[src/rtl/btn_conditioner.sv]
// Pushbutton conditioner: two-flop synchronizer, debounce FSM with one shared
// timer, optional auto-repeat. All outputs are registered and change on the
// same edge as the state transition that causes them.
module btn_conditioner #(
  parameter int DEBOUNCE_CYCLES = 1000000,
  parameter int REPEAT_EN       = 0,
  parameter int REPEAT_DELAY    = 50000000,
  parameter int REPEAT_PERIOD   = 10000000
) (
  input  logic clk,
  input  logic nrst,
  input  logic btn_in,
  output logic impulse,
  output logic btn_level,
  output logic held
);

  // Timer only ever counts up to (largest interval - 1), so $clog2 of the
  // largest interval is enough; clamp to one bit for degenerate parameters.
  localparam int MAX_AB   = (DEBOUNCE_CYCLES > REPEAT_DELAY) ? DEBOUNCE_CYCLES : REPEAT_DELAY;
  localparam int MAX_ALL  = (MAX_AB > REPEAT_PERIOD) ? MAX_AB : REPEAT_PERIOD;
  localparam int TW       = ($clog2(MAX_ALL) > 0) ? $clog2(MAX_ALL) : 1;

  typedef logic [TW-1:0] timer_t;

  localparam timer_t DEB_LAST = timer_t'(DEBOUNCE_CYCLES - 1);
  localparam timer_t DLY_LAST = timer_t'(REPEAT_DELAY - 1);
  localparam timer_t PER_LAST = timer_t'(REPEAT_PERIOD - 1);
  localparam timer_t T_ZERO   = timer_t'(0);
  localparam timer_t T_ONE    = timer_t'(1);
  localparam logic   RPT_ON   = (REPEAT_EN != 0);

  typedef enum logic [2:0] {
    IDLE         = 3'd0,
    PRESS_WAIT   = 3'd1,
    PRESSED      = 3'd2,
    REPEAT       = 3'd3,
    RELEASE_WAIT = 3'd4
  } state_t;

  logic   sync1_r;
  logic   sync2_r;
  logic   btn_s;
  state_t state_r;
  timer_t timer_r;
  logic   impulse_r;
  logic   level_r;
  logic   held_r;

  // Two-flop synchronizer: the only logic that samples the raw button.
  always_ff @(posedge clk) begin
    if (!nrst) begin
      sync1_r <= 1'b0;
      sync2_r <= 1'b0;
    end else begin
      sync1_r <= btn_in;
      sync2_r <= sync1_r;
    end
  end

  assign btn_s = sync2_r;

  // Debounce / auto-repeat FSM with shared timer and registered outputs.
  always_ff @(posedge clk) begin
    if (!nrst) begin
      state_r   <= IDLE;
      timer_r   <= T_ZERO;
      impulse_r <= 1'b0;
      level_r   <= 1'b0;
      held_r    <= 1'b0;
    end else begin
      impulse_r <= 1'b0;
      case (state_r)
        IDLE: begin
          timer_r <= T_ZERO;
          level_r <= 1'b0;
          held_r  <= 1'b0;
          if (btn_s) begin
            state_r <= PRESS_WAIT;
          end else begin
            state_r <= IDLE;
          end
        end
        PRESS_WAIT: begin
          held_r <= 1'b0;
          if (!btn_s) begin
            state_r <= IDLE;
            timer_r <= T_ZERO;
            level_r <= 1'b0;
          end else if (timer_r == DEB_LAST) begin
            state_r   <= PRESSED;
            timer_r   <= T_ZERO;
            impulse_r <= 1'b1;
            level_r   <= 1'b1;
          end else begin
            timer_r <= timer_r + T_ONE;
            level_r <= 1'b0;
          end
        end
        PRESSED: begin
          level_r <= 1'b1;
          // Release beats a coincident repeat expiry.
          if (!btn_s) begin
            state_r <= RELEASE_WAIT;
            timer_r <= T_ZERO;
            held_r  <= 1'b0;
          end else if (!RPT_ON) begin
            timer_r <= T_ZERO;
            held_r  <= 1'b0;
          end else if (timer_r == DLY_LAST) begin
            state_r   <= REPEAT;
            timer_r   <= T_ZERO;
            impulse_r <= 1'b1;
            held_r    <= 1'b1;
          end else begin
            timer_r <= timer_r + T_ONE;
            held_r  <= 1'b0;
          end
        end
        REPEAT: begin
          level_r <= 1'b1;
          if (!btn_s) begin
            state_r <= RELEASE_WAIT;
            timer_r <= T_ZERO;
            held_r  <= 1'b0;
          end else if (timer_r == PER_LAST) begin
            timer_r   <= T_ZERO;
            impulse_r <= 1'b1;
            held_r    <= 1'b1;
          end else begin
            timer_r <= timer_r + T_ONE;
            held_r  <= 1'b1;
          end
        end
        RELEASE_WAIT: begin
          held_r <= 1'b0;
          // A re-press during release debounce is a bounce: back to PRESSED,
          // no impulse, repeat delay starts over.
          if (btn_s) begin
            state_r <= PRESSED;
            timer_r <= T_ZERO;
            level_r <= 1'b1;
          end else if (timer_r == DEB_LAST) begin
            state_r <= IDLE;
            timer_r <= T_ZERO;
            level_r <= 1'b0;
          end else begin
            timer_r <= timer_r + T_ONE;
            level_r <= 1'b1;
          end
        end
        default: begin
          state_r <= IDLE;
          timer_r <= T_ZERO;
          level_r <= 1'b0;
          held_r  <= 1'b0;
        end
      endcase
    end
  end

  assign impulse   = impulse_r;
  assign btn_level = level_r;
  assign held      = held_r;

endmodule

[config.mk]
export PLATFORM = sky130hd
export DESIGN_NAME = btn_conditioner
export DESIGN_NICKNAME = d
export VERILOG_FILES = /design/src/rtl/btn_conditioner.sv
export SDC_FILE = /design/constraint.sdc
export NUM_CORES = 1
export LEC_CHECK = 0
export ABC_AREA = 1
export CORE_UTILIZATION = 55
export CTS_CLUSTER_DIAMETER = 150
export DETAILED_ROUTE_END_ITERATION = 12
export GPL_TIMING_DRIVEN = 1
export PLACE_DENSITY = 0.72
export SKIP_CTS_REPAIR_TIMING = 1
export SLEW_MARGIN = 0
export SYNTH_ARGS = -nofsm -noshare
export SYNTH_HDL_FRONTEND = slang
export SYNTH_SLANG_ARGS = --single-unit
[constraint.sdc]
create_clock -name clk -period 2.3 [get_ports clk]
set_input_delay 0.69 -clock clk [delete_from_list [all_inputs] [get_ports clk]]
set_output_delay 0.69 -clock clk [all_outputs]
set_load 0.02 [all_outputs]
## Word-level counts from Yosys, hierarchy flattened

Cells that the tools add are included.

- Flip-flop bits (word level): 34
- Bits of input ports: 3
- Output and inout bits: 3

- Add/subtract/negate cells: 1
- Equality and inequality tests: 9
- Mux-type cells: 22
- Reductions and logical operators: 4

Operators by type and width:

| kind | number |
|---|---|
| $mux 26 | 5 |
| $pmux 26 s3 | 1 |
| $add 26x1->26 const B | 1 |
| $eq 26x20->1 const B | 1 |
| $eq 26x24->1 const B | 1 |
| $mux 3 | 5 |
| $pmux 3 s4 | 1 |
| $mux 1 | 8 |
| $eq 3x2->1 const B | 2 |
| $ne 3x3->1 const B | 2 |
| $eq 3x1->1 const B | 1 |
| $eq 3x3->1 const B | 1 |
| $logic_not 3->1 | 1 |
| $pmux 1 s3 | 1 |
| $reduce_and 3->1 | 1 |
| $ne 2x2->1 const B | 1 |
| $pmux 1 s2 | 1 |
| $reduce_and 2->1 | 1 |
| $reduce_or 2->1 | 1 |

## Logic depth before layout (Yosys ltp)

Gate-level depths: netlist of the first run.

- Word-level depth: 4
- Depth in mapped cells: 11
- Mapped depth without buffers: 11

## Worst setup path after synthesis of the first run

OpenSTA, ideal clock, no wires.

- Kind: reg-to-reg
- From: register timer_r[0]
- To: register timer_r[10]
- Setup time: 0.117 ns
- Arrival time: 1.470 ns
- Required time: 2.183 ns
- Path slack: 0.713 ns
- Cell stages (with the launch flop): 12
- Buffers on the path: 1
- Cells stage by stage: dfxtp_1 ha_1 nand2_2 nor2_8 nand2_4 nor2_4 nand2_2 nand2_2 nand2_2 nand3_2 buf_6 nor2_2

- Longest elaborated chain between the ends: 4
- Elaborated cells on any way between the ends: 9
- Classes of those cells: 1 x add/sub; 2 x eq/ne; 6 x mux

RTL lines:

| item | line | RTL |
|---|---|---|
| start: declaration | 45 | `timer_t timer_r;` |
| start signal: assignment | 96 | `timer_r <= timer_r + T_ONE;` |
| start signal: assignment | 116 | `timer_r <= timer_r + T_ONE;` |
| start signal: assignment | 131 | `timer_r <= timer_r + T_ONE;` |
| $add 26x1->26 (tied with other cells) | 96, 131, 148 |  |
| $mux 26 (on tied branches) | 90, 143, 126 |  |
| $mux 26 (on tied branches) | 139, 122, 86 |  |
| $pmux 26 s3 * | 73 | `case (state_r)` |

Every way passes the cells marked *; elsewhere a longest branch is shown, timed or not.
A chain may end at the register's enable or synchronous reset.

## Worst setup path in the final report of the first run

- From: register held_r, in the netlist held
- To: output held

RTL lines:

| item | line | RTL |
|---|---|---|
| start: declaration | 48 | `logic held_r;` |
| start signal: assignment | 70 | `held_r <= 1'b0;` |
| start signal: assignment | 77 | `held_r <= 1'b0;` |
| start signal: assignment | 85 | `held_r <= 1'b0;` |
| end: declaration | 15 | `output logic held` |

No word-level cell between the ends.

==> results of run 1 <==
-- kinds of logic (layout without fill, tap and decap cells) --
group / count (synthesis) / after routing / synth area share
AOI/OAI and AO/OA: 11 / 11 / 0.02993
xor gates and xnor gates: 16 / 16 / 0.06982
adders and majority gates: 1 / 1 / 0.006233
buffers and inverters: 40 / 50 / 0.08354
DFF: 34 / 34 / 0.3392
and+or+nand+nor: 199 / 199 / 0.4713
-- worst paths after layout --
path         depth (start not counted)        from  slack [ps]     endpoint
min reg2reg                          2     sync1_r         420        btn_s
max                                  1        held         370         held
max reg2reg                         11  timer_r[0]         370  timer_r[13]
min                                  2     sync1_r         420        btn_s
-- where the power goes --
part / switching (mW) / total, mW / internal, mW
Combinational: 0.0105 / 0.0178 / 0.00730
Clock: 0.185 / 0.438 / 0.253
Sequential: 0.00260 / 0.593 / 0.591
-- sequential cells by signal, summed over array words and instances (netlist names) --
| signal | count |
|---|---|
| state_r | 3 |
| sync1_r | 1 |
| impulse | 1 |
| held | 1 |
| btn_s | 1 |
| btn_level | 1 |
| timer_r | 26 |
-- layout make-up --
type / count / area, um^2 / area share
Clock buffer: 6 / 51.30 / 0.02355
Clock inverter: 1 / 30.03 / 0.01379
Inverter: 36 / 135.1 / 0.06203
Multi-Input combinational cell: 227 / 1159 / 0.5319
Sequential cell: 34 / 680.7 / 0.3125
Tap cell: 46 / 57.56 / 0.02642
Timing Repair Buffer: 7 / 65.06 / 0.02987
-- per-layer routing --
metal,track usage,up-vias,part of all wire
li1,-,951,-
met1,0.3170,816,0.50
met2,0.3641,31,0.45
met3,0.04927,5,0.043
met4,0.07267,0,0.0098
met5,0,-,0
-- cells in the final DEF, fill, tap and decap left out --
master,n
nand3_2,1
nor2_8,1
bufinv_16,1
xor2_1,12
o21ai_2,1
nand4_1,9
xnor2_1,4
nand2_2,5
inv_2,4
inv_1,32
buf_4,2
nor2_2,14
or2_2,1
nor2_1,59
dfxtp_1,34
clkdlybuf4s50_1,5
o22ai_1,1
nand3b_1,1
nand2_4,2
nor3_4,1
nand2_1,74
o21ai_0,5
clkbuf_4,5
nand3_1,22
ha_1,1
a21oi_1,4
clkbuf_8,1
nor3_1,3
nor2_4,5
and3_2,1
-- through the flow --
stage / cells / instance area (um^2) / setup WS [ps]
floorplan: 301 / 2007 / 713.1
global placement: 350 / 2097 / 255.6
detailed placement: 350 / 2097 / 135.1
CTS: 357 / 2178 / 339.9
global route: 357 / 2178 / 198.6
finish: 357 / 2178 / 366.2
-- synth_stat cells --
master / n / area [um^2]
and3_2: 1 / 7.510
o22ai_1: 1 / 6.260
nand3b_1: 1 / 7.510
a21oi_1: 4 / 20.02
o21ai_0: 5 / 25.02
inv_1: 32 / 120.1
or2_2: 1 / 6.260
inv_2: 4 / 15.01
o21ai_2: 1 / 8.760
ha_1: 1 / 12.51
nand2_4: 2 / 22.52
nand3_2: 1 / 10.01
xnor2_1: 4 / 35.03
nor2_8: 1 / 20.02
buf_6: 2 / 22.52
nor2_2: 14 / 87.58
dfxtp_1: 34 / 680.7
nand4_1: 9 / 56.30
xor2_1: 12 / 105.1
buf_2: 2 / 10.01
nor3_1: 3 / 15.01
nand2_2: 5 / 31.28
nor2_4: 5 / 56.30
nand2_1: 74 / 277.8
nand3_1: 22 / 110.1
nor2_1: 59 / 221.5
nor3_4: 1 / 16.27
==> impl_metrics.ini, run 1 <==
[run_status]
outcome = completed

[synthesis]
seq_area_frac_synth = 0.3392
ys_types = 27
synth_warnings = 0
syn_area_um2 = 2007
synth_seq_cells = 34
syn-mean-instance-area_um2 = 6.668
syn-num-nets = 305
syn_inst = 301

[floorplanning]
die_h_um = 62.41
fp.dieArea_um2 = 3894
io_pins = 6
die_w_um = 62.41
num_rows = 21
start_util = 0.5875
core_area_um2 = 3416

[layout]
drive_gt1_frac = 0.1447
syn_to_final_growth_pct = 8.541
utilization = 0.6377
antenna_cells = 0
final_nets = 315
fill_cells = 343

[global_routing]
grt_pass1_vias = 1611
grt_overflow = 0
grt_first_pass_wirelength_um = 7120
grt_util_all_layers = 0.2321
grt_start_max_net_pins = 23
antenna_found_initial = 0

[sta]
setup_violations = 0
finalCritPeriodShare = 0.8408
max_freq_mhz = 517.1
worstMarginPinSlew_ps = 303.6
fin_setup_tns_ps = 0
hold_viol_final = 0
final_max_slew_viol_count = 0
holdWs_ps = 422.9
grt_setup_unrepaired = false
relSlewSlack = 0.7955
finClkSkew_ps = 8.616
period_minus_slack_ps = 1934

[critical_path]
max_stage_delay_ps = 600
crit_path_end_kind = output port
crit_family = buffers and inverters
cp_data_required_time_ps = 1610
cp_data_arrival_time_ps = 1240
path_max_fanout = 1
crit_chain = clkdlybuf4s50_1
slowest_stage = clkdlybuf4s50_1
startpoint_type = register
critPathKind = register to output port
cp.buffers_inverters = 1

[drt]
drtIter0Drc = 177
vias_per_cell = 5.050
post_drt_wl_per_cell_um = 11.48
drc = 0
drtPass1Iterations = 4
vias = 1803
drt-total-wl_um = 4100
drtAntennaViolNets = 0

[placed_design]
dpl.hpwl_um = 3270
port_buffers = 5
place.gp.congestion = 0.9416

[cts]
insertion_delay_ps = 320
cts_buffer_depth = 2
cts_tree = yes
root_buffer = clkbuf_4
clk_pin_slew_worst_paths_ps = 100
clkSinkCount = 34
htreeDepth = 2
cts_buffers = 5

[job]
maxCapViolCount = 0

[pwr]
power_mw = 1.049
p_leak_nw = 0.8584
vdd_drop_max_mv = 0.3105
powerDensity_nw_per_um2 = 481.6

[worst_hold_path]
hold_class = register to register
(Power assumes the default switching activity.)
==> run 2: changes to the inputs <==
Clock period 2.3 ns to 1.8 ns, I/O delays scaled along.
==> run 2 against run 1 <==
Effect of this change: routed wire length is 9.5% higher; first-iteration DRC count is 42% lower; setup slack got worse by 250 ps; register-to-register slack worse by 250 ps; worst hold slack got worse by 5.1 ps; critical path depth increased by 10; clock-buffer cell count is 1 higher; combinational power rose by 63%; via count increased by 4.0%; clock power is 11% lower; critical path type is now register to register; critical endpoint is now timer_r[3]; largest cell class unchanged.
==> impl_metrics.ini, run 2 (synthesized netlist as in run 1, its figures left out) <==
[run_status]
outcome = completed

[global_routing]
grt_overflow = 0
grt_pass1_vias = 1674
grt_start_max_net_pins = 23
antenna_found_initial = 0
grt_first_pass_wirelength_um = 7334
grt_util_all_layers = 0.2413

[sta]
worstMarginPinSlew_ps = 415.9
finClkSkew_ps = 10.48
grt_setup_unrepaired = false
max_freq_mhz = 595.0
final_max_slew_viol_count = 0
hold_viol_final = 0
setup_violations = 0
finalCritPeriodShare = 0.9336
fin_setup_tns_ps = 0
period_minus_slack_ps = 1681
relSlewSlack = 0.7198
fin_ws_ps = 119.5

[drt]
drtPass1Iterations = 5
wl_met3_um = 245
post_drt_wl_per_cell_um = 12.17
top_layer_used = met4
routed-wl-met2_um = 1989
drtIter0Drc = 103
wl_met1_um = 2194
vias_per_cell = 5.084
drtAntennaViolNets = 0
vias = 1876
drt-total-wl_um = 4490
drc = 0

[placed_design]
place.gp.congestion = 0.8775
port_buffers = 5
dpl.hpwl_um = 3334
placed_cells = 359
place_ws_ps = -61.47
placed_area_um2 = 2177

[job]
maxCapViolCount = 0

[critical_path]
crit_path_end_kind = register
max_stage_delay_ps = 360
crit_chain = ha_4 -> nand2_2 -> nor2_8 -> nand2_4 -> nor2_4 -> nand3_1 -> nor2_2 -> nand2_2 -> nand3_4 -> buf_12 -> nor2_2
startpoint_type = register
slowest_stage = dfxtp_2
cp_data_arrival_time_ps = 1910
critPathKind = register to register
rrSetupSlack_ps = 120
crit_family = simple AND/OR/NAND/NOR gates
cp.buffers_inverters = 1
path_max_fanout = 11
cp_data_required_time_ps = 2030

[floorplanning]
core_area_um2 = 3416
fp.dieArea_um2 = 3894
io_pins = 6
die_h_um = 62.41
num_rows = 21
die_w_um = 62.41
start_util = 0.5875

[layout]
largest_reg_flops = 26
final_nets = 327
final_common_cell = nand2_1
design_area_um2 = 2301
fill_cells = 326
antenna_cells = 0
largest-register = timer_r
stdcell_count = 369
utilization = 0.6736
layout_common_cells = 73 x nand2_1, 58 x nor2_1, 32 x inv_1, 32 x dfxtp_1, 22 x nand3_1
top_regs = timer_r (26), state_r (3)
register_area_um2 = 683.2
multi_input_area_um2 = 1184
syn_to_final_growth_pct = 14.65
drive_gt1_frac = 0.1858

[cts]
cts_buffers = 5
cts_buffer_depth = 2
root_buffer = clkbuf_4
htreeDepth = 2
cts_tree = yes
insertion_delay_ps = 340
clk_pin_slew_worst_paths_ps = 90
clkSinkCount = 34

[worst_hold_path]
hold_class = register to register

[pwr]
vdd_drop_max_mv = 0.4456
p_leak_nw = 0.9707
powerDensity_nw_per_um2 = 510.8
==> run 2: cell count changes in the layout (fill, tap and decap cells not counted), moves of 2 or more <==
cell             before  now
clkbuf_1              0    2
clkdlybuf4s50_1       5    2
buf_4                 2   11
dfxtp_1              34   32
dlymetal6s2s_1        0    3
dfxtp_2               0    2
==> run 2: tightest hold or removal path: cells and delay by family, from the launching register on <==
family                 cells  cell delay, ps
and+or+nand+nor            1              50
buffers and inverters      1              40
DFF                        1             310
==> run 2: final cells by class <==
cell class / instances / share of cell area
Tap cell: 46 / 0.02501
Sequential cell: 34 / 0.2969
Timing Repair Buffer: 19 / 0.08537
Clock buffer: 7 / 0.01958
Inverter: 36 / 0.05873
Multi-Input combinational cell: 227 / 0.5144
==> run 2: final timing paths <==
path                            startpoint    endpoint  depth (start not counted)
worst min register to register     sync1_r       btn_s                          2
worst min-delay path               sync1_r       btn_s                          2
worst max-delay path            timer_r[0]  timer_r[3]                         11
worst max register to register  timer_r[0]  timer_r[3]                         11
==> run 2: where the power goes <==
part	leakage [nW]	internal [mW]	switching, mW	total (mW)
logic	0.670	0.0127	0.0164	0.0291
clock network	0.0254	0.147	0.242	0.390
registers	0.275	0.755	0.00193	0.757
==> run 2: stage by stage <==
stage | hold WS, ps | power, mW
after floorplan | 390.5 | 0.7892
after global placement | 392.7 | 0.8021
after detailed placement | 398.7 | 0.8024
after CTS | 421.9 | 1.182
after global routing | 444.7 | 1.214
final | 417.9 | 1.175
==> run 2: layer usage <==
metal	up-vias	global-route usage
met1	846	0.3292
met2	45	0.3736
met5	-	0
met3	8	0.06022
li1	977	-
met4	0	0.07267
==> variant 1, RTL diff (flow settings as in run 1) <==
Register the input `btn_in` before use, without a reset. The logic sees it one clock later.
--- a/src/rtl/btn_conditioner.sv
+++ b/src/rtl/btn_conditioner.sv
@@ -39,4 +39,10 @@
   } state_t;
 
+  logic btn_q;
+
+  always_ff @(posedge clk) begin
+    btn_q <= btn_in;
+  end
+
   logic   sync1_r;
   logic   sync2_r;
@@ -54,5 +60,5 @@
       sync2_r <= 1'b0;
     end else begin
-      sync1_r <= btn_in;
+      sync1_r <= btn_q;
       sync2_r <= sync1_r;
     end
Formal check against the unedited RTL: same outputs for any inputs over 10 cycles, from zero or initial values and one cycle with nrst low; that may be too few to reach the edited logic, so the function may still have changed.
==> variant 1 against run 1 <==
  * Synthesized area is 6.3% lower
  * Clock skew grew 0.0065 ns
  * Wire length down 6.8%
  * Register-to-register slack improved by 0.12 ns
  * Via count shrank 8.4%
  * Sequential cell count increased by 1
  * Final cell count is 6.7% lower
  * Setup slack lost 0.0062 ns
  * Total power down 7.3%
  * Cell area down 7.0%
  * Critical path depth stayed put
  * Count of clock-buffer cells in the layout stayed put
  * Highest routed layer unchanged
==> variant 1: results <==
run_status:
  outcome: "finished, final reports clean"
finish:
  fin_nets: 293
  n_antenna_cell: 0
  drive_above_1_share_pct: 11.4
route:
  viasPerCell: 4.96
  drtIter0Drc: 115
  wl_per_cell_um: 11.5
placed_design:
  post-dp-hpwl_um: 2980
  gp_congestion: 0.907
  dpl_worst_slack_ns: 0.201
yosys:
  synth.top_cells.by_count: "nand2_1 (70), nor2_1 (50), inv_1 (38)"
  syn-num-nets: 282
  synth.area.top_cells: "dfxtp_1 (37%), nand2_1 (14%), nor2_1 (10%)"
  ys_seq_area_share_pct: 37.3
  synth.distinct_cells: 26
  yosys_warnings: 0
timing:
  skew_ns: 0.0151
  slew_headroom_pct: 70.7
  timing.hold.ws_ns: 0.429
critical_path:
  r2r_cells: 10
  r2r_end: "timer_r[3]"
  arrival_ns: 1.25
  reg2reg_setup_slack_ns: 0.49
global_route:
  grt_usage_pct: 23.6
  grt_max_degree: 20
  grt_pass1_wl_um: 6320
  grt_pass1_vias: 1410
clock_network:
  cts_buffers: 5
die:
  coreArea_um2: 3150
pwr:
  p_leak_uw: 0.000770
  vdd_drop_max_mv: 0.333
==> variant 1: metrics by stage <==
stage | power [uW] | cell area [um2] | std cells
after floorplan | 638 | 1880 | 278
after global placement | 645 | 1970 | 326
after detailed placement | 645 | 1970 | 326
after CTS | 978 | 2030 | 333
after global routing | 1010 | 2030 | 333
final | 973 | 2030 | 333
==> variant 1: where the power goes <==
group / internal (uW) / switching, uW / leakage, uW
registers: 609 / 2.66 / 0.000283
logic: 8.39 / 10.9 / 0.000453
clock network: 142 / 200 / 0.0000341
==> variant 1: layer usage <==
metal	wire [um]	part of all wire (%)	track usage, %	up-vias
met4	70	1.8	8.77	0
met1	1990	52	32.9	729
met5	0	0	0	-
met3	160	4.2	5.97	7
li1	-	-	-	883
met2	1600	42	35.2	32
==> variant 1: how the worst max path moves through the flow <==
stage	startpoint	to	slack (ns)	cells past startpoint
6_report	held	held	0.36	1
2_1_floorplan	nrst	timer_r[8]	0.62	6
3_3_place_gp	nrst	timer_r[20]	0.28	5
4_1_cts	held	held	0.35	1
3_5_place_dp	nrst	timer_r[3]	0.20	5
5_1_grt	impulse	impulse	0.30	1
==> variant 1: logic make-up after synthesis <==
logic type      after synthesis  share of synthesized area (%)
simple gates                172                           41.5
buf+inv                      41                           9.05
flops                        35                           37.3
xor+xnor                     15                           6.99
compound gates               14                           4.52
fa+ha+maj                     1                          0.665
==> variant 1: final cells by class <==
cell class	count	area [um2]
fillers	315	1130
multi-input cells	202	1010
flip-flops and latches	35	701
inverters	39	146
repair buffers	6	57.6
well taps	44	55.1
clock buffers	6	51.3
clock inverters	1	5.00
==> variant 2, RTL diff (config.mk and constraints of run 1) <==
Made on the original files. Change the parameter `DEBOUNCE_CYCLES` from 1000000 to 2000000.
--- a/src/rtl/btn_conditioner.sv
+++ b/src/rtl/btn_conditioner.sv
@@ -3,5 +3,5 @@
 // same edge as the state transition that causes them.
 module btn_conditioner #(
-  parameter int DEBOUNCE_CYCLES = 1000000,
+  parameter int DEBOUNCE_CYCLES = 2000000,
   parameter int REPEAT_EN       = 0,
   parameter int REPEAT_DELAY    = 50000000,
Function: no difference found for any inputs over 10 cycles, from zero or initial values and one cycle with nrst low; that may be too few to reach the edited logic, so the function may still have changed.
==> variant 2 against run 1 <==
  * Synthesized cell count fell by 6.0%
  * Setup slack improved by 0.0052 ns
  * Register-to-register slack improved by 0.20 ns
  * Wire length fell by 2.8%
  * Count of clock-buffer cells in the layout rose by 1
  * Critical path type unchanged
  * Sequential cell count did not move
  * Cell area fell by 7.8%
  * Global-route usage rose by 1.4 points
  * Total power fell by 13%
  * Sequential share of layout area rose by 2.6 points
  * Highest routed layer unchanged
  * Final cell count fell by 5.3%
  * Worst hold slack improved by 0.018 ns
  * Synthesized area fell by 6.6%
  * Sequential power barely moved
==> variant 2: results <==
run_status:
  outcome: "finished, final reports clean"
pwr:
  vdd_drop_max_mv: 0.421
  p_leak_uw: 0.000790
route:
  drtIter0Drc: 135
  first_pass_iters: 5
  via_count: 1751
  ant_nets: 0
  wl_per_cell_um: 11.8
global_route:
  grt_max_degree: 22
  grt_pass1_vias: 1469
  grt_usage_pct: 24.6
  antenna_found_initial: 0
  grt_pass1_wl_um: 6510
yosys:
  synthMuxAreaShare_pct: 0
  synth.distinct_cells: 28
  syn-num-nets: 287
  ys_seq_area_share_pct: 36.3
  yosys_warnings: 0
  synth.area.top_cells: "dfxtp_1 (36%), nand2_1 (11%), nor2_1 (11%)"
  synth-xor-area-share_pct: 7.01
  synth.top_cells.by_count: "nand2_1 (57), nor2_1 (57), inv_1 (46)"
  async_reset_ff_share_pct: 0
  synth_top_area_share_pct: 36.3
  yosys.area_share.adder_pct: 0.668
  synth-compound-area-share_pct: 4.81
finish:
  drive_above_1_share_pct: 5.78
  n_antenna_cell: 0
  top_regs: "timer_r: 26 flops, state_r: 3 flops"
  num-fill-cells: 314
  fin_nets: 298
placed_design:
  gp_congestion: 0.916
  io_buffers: 5
  dpl_worst_slack_ns: 0.245
  post-dp-hpwl_um: 2980
hold_path:
  min_from: "sync1_r"
  min_to: "btn_s"
  min_path_type: "reg2reg"
critical_path:
  cpLargestDelayFamily: "buffers and inverters"
  r2r_end: "timer_r[0]"
  reg2reg_setup_slack_ns: 0.57
  arrival_ns: 1.24
  r2r_cells: 10
  timing.rr.start: "timer_r[0]"
timing:
  skew_ns: 0.0118
  slew_headroom_pct: 67.5
clock_network:
  clock_latency_ns: 0.33
  clkTransAtPathRegs_ns: 0.10
  cts_buffers: 5
variant 2: cell count changes in the layout (fill, tap and decap cells not counted), moves of 3 or more:
cell     before  now
nand2_2       5    2
a31oi_1       0    3
nor2_4        5    1
inv_2         4    0
nand4_1       9   12
nor3_1        3    8
inv_1        32   46
nand2_1      74   57
nor2_2       14    1
variant 2: final cells by class:
class / count / area share (%)
multi-input combinational: 199 / 49.1
sequential: 34 / 33.9
inverter: 47 / 8.84
timing repair buffer: 7 / 3.24
tap: 44 / 2.74
clock buffer: 7 / 2.24
variant 2: power by group:
group          switching, uW  total, uW  internal (uW)
registers               2.01        593            591
logic                   7.62       14.0           6.40
clock network            186        302            115
total                    196        908            712
variant 2: stage by stage:
step                cells  hold WS [ns]  power (uW)  area [um2]
finish                338         0.441         908        2010
global route          338         0.461         930        2010
detailed placement    331         0.413         620        1960
global placement      331         0.406         620        1960
floorplan             283         0.390         613        1870
CTS                   338         0.438         911        2010
variant 2: kinds of logic (layout without fill, tap and decap cells):
kind of cell	after synthesis	in the layout
and+or+nand+nor	167	167
buffers and inverters	50	61
DFF	34	34
AOI/OAI and AO/OA	16	16
xor gates and xnor gates	15	15
adders and majority gates	1	1
variant 2: per-layer routing:
metal / track usage [%] / part of all wire [%]
met5: 0 / 0
met2: 39.7 / 46
met1: 32.3 / 46
met3: 5.76 / 5.6
met4: 8.64 / 2.3
variant 2: worst max-delay path by stage:
| stage | slack (ns) | startpoint | to |
|---|---|---|---|
| 3_3_place_gp | 0.29 | nrst | timer_r[25] |
| 4_1_cts | 0.36 | impulse | impulse |
| 3_5_place_dp | 0.24 | nrst | timer_r[19] |
| 5_1_grt | 0.33 | held | held |
| 6_report | 0.37 | impulse | impulse |
| 2_1_floorplan | 0.81 | timer_r[0] | timer_r[0] |
